===== src/rtl/lsu_trigger_ctl.sv =====
// rtl/lsu_trigger_ctl.sv - LSU debug trigger qualification, fire handshake and hit status
// Chains trigger pairs {0,1}/{2,3}, arbitrates the lowest hit into one pending fire, tracks sticky hits.
module lsu_trigger_ctl (
   input  logic       clk,
   input  logic       rst_l,
   input  logic [3:0] lsu_trigger_match_dc3,
   input  logic       lsu_pkt_valid_dc3,
   input  logic       flush_dc4,
   input  logic [1:0] trigger_chain,
   input  logic [3:0] trigger_action,
   input  logic       trig_ack,
   input  logic       dbg_resume,
   input  logic [3:0] trig_hit_clr,
   output logic [3:0] lsu_trigger_hit_dc4,
   output logic       lsu_trig_fire,
   output logic [1:0] lsu_trig_idx,
   output logic       lsu_trig_action,
   output logic [3:0] lsu_trig_hit_status,
   output logic       lsu_trig_dbg_halt
);

   typedef enum logic [1:0] {
      IDLE = 2'd0,
      PEND = 2'd1,
      DBG  = 2'd2
   } state_t;

   state_t     state_q;
   state_t     state_d;
   logic [3:0] match_dc4;
   logic [3:0] qual_hit;
   logic [3:0] hit_status_q;
   logic [1:0] idx_q;
   logic [1:0] first_idx;
   logic       action_q;
   logic       latch_fire;
   logic       any_hit;

   always_ff @(posedge clk or negedge rst_l) begin
      if (!rst_l) begin
         match_dc4 <= 4'b0;
      end else begin
         match_dc4 <= lsu_trigger_match_dc3 & {4{lsu_pkt_valid_dc3}};
      end
   end

   // A chained trigger only counts when its partner also matched.
   always_comb begin
      qual_hit    = 4'b0;
      qual_hit[0] = match_dc4[0] & (~trigger_chain[0] | match_dc4[1]);
      qual_hit[1] = match_dc4[1] & (~trigger_chain[0] | match_dc4[0]);
      qual_hit[2] = match_dc4[2] & (~trigger_chain[1] | match_dc4[3]);
      qual_hit[3] = match_dc4[3] & (~trigger_chain[1] | match_dc4[2]);
   end

   assign lsu_trigger_hit_dc4 = qual_hit & ~{4{flush_dc4}};
   assign any_hit             = |lsu_trigger_hit_dc4;

   always_comb begin
      first_idx = 2'd3;
      if (lsu_trigger_hit_dc4[0]) begin
         first_idx = 2'd0;
      end else if (lsu_trigger_hit_dc4[1]) begin
         first_idx = 2'd1;
      end else if (lsu_trigger_hit_dc4[2]) begin
         first_idx = 2'd2;
      end
   end

   always_ff @(posedge clk or negedge rst_l) begin
      if (!rst_l) begin
         state_q <= IDLE;
      end else begin
         state_q <= state_d;
      end
   end

   always_comb begin
      state_d    = state_q;
      latch_fire = 1'b0;
      case (state_q)
         IDLE: begin
            if (any_hit) begin
               state_d    = PEND;
               latch_fire = 1'b1;
            end
         end
         PEND: begin
            if (trig_ack) begin
               state_d = action_q ? DBG : IDLE;
            end
         end
         DBG: begin
            if (dbg_resume) begin
               state_d = IDLE;
            end
         end
         default: state_d = IDLE;
      endcase
   end

   // idx/action are captured only on the IDLE->PEND edge so later hits cannot disturb them.
   always_ff @(posedge clk or negedge rst_l) begin
      if (!rst_l) begin
         idx_q    <= 2'd0;
         action_q <= 1'b0;
      end else if (latch_fire) begin
         idx_q    <= first_idx;
         action_q <= trigger_action[first_idx];
      end
   end

   always_ff @(posedge clk or negedge rst_l) begin
      if (!rst_l) begin
         hit_status_q <= 4'b0;
      end else begin
         hit_status_q <= (hit_status_q & ~trig_hit_clr) | lsu_trigger_hit_dc4;
      end
   end

   assign lsu_trig_fire       = (state_q == PEND);
   assign lsu_trig_dbg_halt   = (state_q == DBG);
   assign lsu_trig_idx        = (state_q == IDLE) ? 2'd0 : idx_q;
   assign lsu_trig_action     = (state_q == IDLE) ? 1'b0 : action_q;
   assign lsu_trig_hit_status = hit_status_q;

endmodule

===== config.mk =====
export PLATFORM = sky130hd
export DESIGN_NAME = lsu_trigger_ctl
export DESIGN_NICKNAME = d
export VERILOG_FILES = /design/src/rtl/lsu_trigger_ctl.sv
export SDC_FILE = /design/constraint.sdc
export NUM_CORES = 1
export LEC_CHECK = 0
export CAP_MARGIN = 20
export CORE_MARGIN = 2
export CORE_UTILIZATION = 33
export DETAILED_ROUTE_END_ITERATION = 16
export GPL_TIMING_DRIVEN = 0
export PLACE_DENSITY = 0.71
export SETUP_SLACK_MARGIN = 0.02
export SLEW_MARGIN = 20
export SYNTH_ARGS = -nofsm -noshare
export SYNTH_HDL_FRONTEND = slang
export SYNTH_SLANG_ARGS = --single-unit

===== constraint.sdc =====
create_clock -name clk -period 1.5 [get_ports clk]
set_clock_uncertainty 0.05 [all_clocks]
set_input_delay 0.225 -clock clk [delete_from_list [all_inputs] [get_ports clk]]
set_output_delay 0.225 -clock clk [all_outputs]
set_load 0.005 [all_outputs]

# Word level (Yosys, flattened, before mapping)
# Cells that the tools add are included.
[word_totals]
wordCells = 44
inputBits = 20
ff_bits = 13
out_inout_bits = 13
[classes]
muxes = 14
bitwise = 16
n_eq_ne = 5
n_lt_le_gt_ge = 1
reduce_logical = 3
[op_table]
columns = ["operator", "n"]
rows = [
  ["2-to-1 mux 2 bit", 7],
  ["AND 4 bit", 3],
  ["NOT 4 bit", 2],
  ["!= test 2 bit (second input constant)", 3],
  ["case mux 2 bit (3 select lines)", 1],
  ["2-to-1 mux 1 bit", 5],
  ["AND 1 bit", 4],
  ["OR 1 bit", 4],
  ["OR 4 bit", 1],
  ["OR reduction 4 bit", 1],
  ["< comparator 2 x 3 -> 1 bit (second input constant)", 1],
  ["AND reduction 3 bit", 1],
  ["binary-select mux 1 bit (select 2 bit)", 1],
  ["equality test 2 x 1 -> 1 bit (second input constant)", 1],
  ["equality test 2 bit (second input constant)", 1],
  ["logical NOT 2 bit", 1],
  ["NOT 1 bit", 2],
]

# Longest topological paths before layout
[logic_depth]
ltp_word = 9
mapped_depth = 6
depth_no_buf = 5

# Worst setup path before layout
# Ideal clock, no wire load.
[synth_timing]
path_type = "flip-flop to flip-flop"
start = "register match_dc4[3]"
end = "register idx_q[0]"
synth_period_minus_slack_ns = 1.570
setup_slack_ns = -0.070
required_time_ns = 1.325
path_buffers = 1
stages_incl_launch_ff = 6
setup_time_ns = 0.125
arrival_time_ns = 1.395
cell_sequence = "dfrtp_1 -> nand2b_1 -> and3_4 -> buf_6 -> o31a_1 -> mux2_4"
[synth_between]
elab_chain_cells = 6
elab_cells_between_ends = 10
classes_between = "mux: 5; bitwise: 4; reduce/logical: 1"
[synth_rtl]
columns = ["element", "line_no", "rtl"]
rows = [
  ["start, declared", "30", "logic [3:0] match_dc4;"],
  ["start signal, assigned", "43", "match_dc4 <= lsu_trigger_match_dc3 & {4{lsu_pkt_valid_dc3}};"],
  ["OR 1 bit *", "52", "qual_hit[2] = match_dc4[2] & (~trigger_chain[1] | match_dc4[3]);"],
  ["AND 1 bit *", "52", ""],
  ["AND 4 bit *", "56", "assign lsu_trigger_hit_dc4 = qual_hit & ~{4{flush_dc4}};"],
  ["net lsu_trigger_hit_dc4[2]", "14", "output logic [3:0] lsu_trigger_hit_dc4,"],
  ["OR reduction 4 bit or 2-to-1 mux 1 bit (tied branches)", "57, 65", ""],
  ["2-to-1 mux 1 bit or 2-to-1 mux 2 bit (tied branches)", "83, 63", ""],
  ["2-to-1 mux 1 bit or 2-to-1 mux 2 bit (tied branches)", "81, 61", ""],
  ["end signal, assigned", "108", "idx_q <= first_idx;"],
  ["end, declared", "33", "logic [1:0] idx_q;"],
]
# The timed path passes the listed nets; every way through them passes the cells marked *.
# A chain may end at the register's enable or synchronous reset.

# Final worst setup path
[layout_timing]
start = "register match_dc4[0]"
end = "output lsu_trigger_hit_dc4[1]"
[layout_between]
elab_chain_cells = 3
[layout_rtl]
columns = ["element", "line_no", "rtl"]
rows = [
  ["OR 1 bit", "51", "qual_hit[1] = match_dc4[1] & (~trigger_chain[0] | match_dc4[0]);"],
  ["AND 1 bit", "51", ""],
  ["AND 4 bit", "56", ""],
  ["end, declared", "14", ""],
]
# Every way passes these cells.

==> results.sh <==
export IMPL_status="complete, no violations"
export IMPL_endpoint_kind="primary output"
export IMPL_htree_levels=1
export IMPL_diodes=0
export IMPL_gp_congestion=0.750
export IMPL_avgRoutedWirePerCell_um=12.4
export IMPL_cp_data_required_time_ns=1.22
export IMPL_synth_cells=57
export IMPL_cts_sinks=13
export IMPL_hp_class="in -> async"
export IMPL_ys_ff_latch=13
export IMPL_arrival_ns=1.22
export IMPL_antenna_found_initial=0
export IMPL_intPower_uw=815
export IMPL_drtAntennaViolNets=0
export IMPL_p_sw_uw=327
export IMPL_dr_total_vias=598
export IMPL_drc=0
export IMPL_multiInputGateArea_um2=293
export IMPL_final_fill_count=161
export IMPL_final_max_slew_viol_count=0
export IMPL_min_period_over_period_pct=99.8
export IMPL_grt_pass1_wl_um=2590
export IMPL_setup_viol=0
export IMPL_syn_to_final_growth_pct=84.5
export IMPL_postPlaceCellArea_um2=957
export IMPL_instances_no_fill=130
export IMPL_start_util_pct=35.1
export IMPL_drtPass1Iterations=3
export IMPL_synth_edf_count=0
export IMPL_dp_cells=114
export IMPL_design_area_um2=1120
export IMPL_die_h_um=46.8
export IMPL_avgSynthCellArea_um2=10.6
export IMPL_layout_drive_gt1_share_pct=34.3
export IMPL_clk_pin_slew_worst_paths_ns=0.08
export IMPL_final_common_cell="clkdlybuf4s50_1"
export IMPL_leakagePower_nw=0.536
export IMPL_synth_cell_types=23
export IMPL_viasPerCell=4.60
export IMPL_portBuffers=32
export IMPL_dieArea_um2=2190
export IMPL_grt_max_degree=14
export IMPL_root_buffer="clkbuf_4"
export IMPL_synth_nets=77
export IMPL_crit_chain="o211ai_1 > buf_4 > inv_2 > buf_6"
export IMPL_core_um2=1730
export IMPL_fp_dieW_um=46.8
export IMPL_pwr_share_clk_pct=18.6
export IMPL_pwr_share_seq_pct=41.7
export IMPL_startpoint_type="register"
export IMPL_cts_tree="built"
export IMPL_io_pins=33
export IMPL_nets=126
export IMPL_tightest_slew_ns=0.557
export IMPL_clockBufferDepth=2
export IMPL_ir_drop_mv=0.626
export IMPL_layout_common_cells="21 x clkdlybuf4s50_1, 11 x dfrtp_1, 11 x buf_4, 7 x inv_1"
export IMPL_synth_async_reset_ratio_pct=100
export IMPL_worstSetupPathType="reg -> out"
export IMPL_overflow=0
export IMPL_period_minus_slack_ns=1.50
export IMPL_gr_usage_all_layers_pct=17.0
export IMPL_ys_flop_type="dfrtp_1"
export IMPL_fmaxAchievable_ghz=0.668
export IMPL_regArea_um2=328
export IMPL_slowest_stage="dfrtp_1"
export IMPL_ys_warn_count=0
export IMPL_synth_area_um2=606
export IMPL_clk_latency_ns=0.27
export IMPL_cts_buffers=3
export IMPL_combPwrFrac_pct=39.8
export IMPL_num_rows=15
export IMPL_path_max_fanout=3
export IMPL_yosysSeqAreaShare_pct=53.7
export IMPL_cpPeakStageDelay_ns=0.40
export IMPL_finalHoldViolations=0
export IMPL_hpwl_um=1060
export IMPL_switching_share_pct=28.6
export IMPL_max_slew_margin_rel_pct=62.8
export IMPL_rsz0062_at_grt="true"
export IMPL_cap_viol_max_count=0
export IMPL_routed_wl_um=1610
export IMPL_power_density_nw_per_um2=1020
export IMPL_drt_initial_drc_count=1
export IMPL_grt_pass1_vias=610
## critical path: cells and delay by family, from the launching register on
kind,cells,cell delay (ns)
buf+inv,3,0.30
flops,1,0.40
compound gates,1,0.26
## cells in the mapped netlist (2+ instances only)
cell / number / area share [%]
dfrtp_1: 13 / 54
inv_1: 8 / 5.0
and2_1: 4 / 4.1
nor2b_1: 4 / 4.1
a21o_1: 3 / 3.7
nor2_1: 3 / 1.9
a21oi_1: 2 / 1.7
inv_2: 2 / 1.2
nand2b_1: 2 / 2.1
o21ai_1: 2 / 1.7
o22ai_1: 2 / 2.1
## state kept, by name (all words and copies together) (netlist names)
register	flops
action_q	1
idx_q	2
lsu_trig_hit_status	4
match_dc4	4
state_q	2
## power by group through the flow
stage	combinational, mW	sequential (mW)	clock (mW)
2_1_floorplan	0.165	0.449	0
3_3_place_gp	0.366	0.455	0
3_5_place_dp	0.372	0.457	0
4_1_cts	0.441	0.473	0.218
5_1_grt	0.490	0.485	0.234
6_report	0.454	0.475	0.212
## per-stage QoR
step	setup WS [ns]	power, mW	setup TNS, ns	utilization (%)	hold slack (ns)
global placement	-0.467	0.821	-2.85	55.4	0.409
finish	0.00362	1.14	0	64.7	0.260
global route	-0.0370	1.21	-0.0539	64.7	0.313
floorplan	-0.0238	0.614	-0.0238	-	-0.121
CTS	0.0243	1.13	0	63.2	0.278
detailed placement	-0.487	0.829	-2.97	55.4	0.415
## cells by family (layout without fill, tap and decap cells)
family | count (synthesis) | after routing | share of synthesized area [%]
compound gates | 14 | 14 | 16.5
buf+inv | 11 | 59 | 8.06
flops | 13 | 13 | 53.7
mux | 3 | 3 | 5.99
simple gates | 16 | 16 | 15.7
## layout make-up
type	count	area share, %
Timing Repair Buffer	45	35.9
Sequential cell	13	29.3
Multi-Input combinational cell	33	26.2
Inverter	10	3.36
Tap cell	25	2.80
Clock buffer	4	2.35
## worst paths after layout
path	from	to	slack (ns)	depth (start not counted)
setup / recovery	match_dc4[0]	lsu_trigger_hit_dc4[1]	0.004	4
setup reg to reg	match_dc4[1]	idx_q[0]	0.02	4
hold reg to reg	lsu_trig_hit_status[2]	lsu_trig_hit_status[2]	0.43	1
max in group asynchronous	rst_l	state_q[1]	0.75	1
min in group clk	lsu_trig_hit_status[2]	lsu_trig_hit_status[2]	0.43	1
hold / removal	rst_l	action_q	0.26	1
## repair_timing
| action | in CTS | in global routing |
|---|---|---|
| endpoints found under the setup margin | 13 | 11 |
| resized for setup | 32 | 12 |
| pin swaps | 5 | 4 |
| endpoints found under the hold margin | 0 | 0 |
| hold buffers | 0 | 0 |
| buffers inserted | 12 | 3 |
## layer usage
metal / part of all wire [%] / vias to the layer above / wire length [µm] / track usage (%)
met2: 53 / 24 / 860 / 31.0
met3: 6.2 / 4 / 100 / 2.69
li1: - / 287 / - / -
met4: 0.81 / 0 / 13 / 6.67
met5: 0 / - / 0 / 0
met1: 40 / 283 / 636 / 19.7
Power figures use the tool's default switching activity.
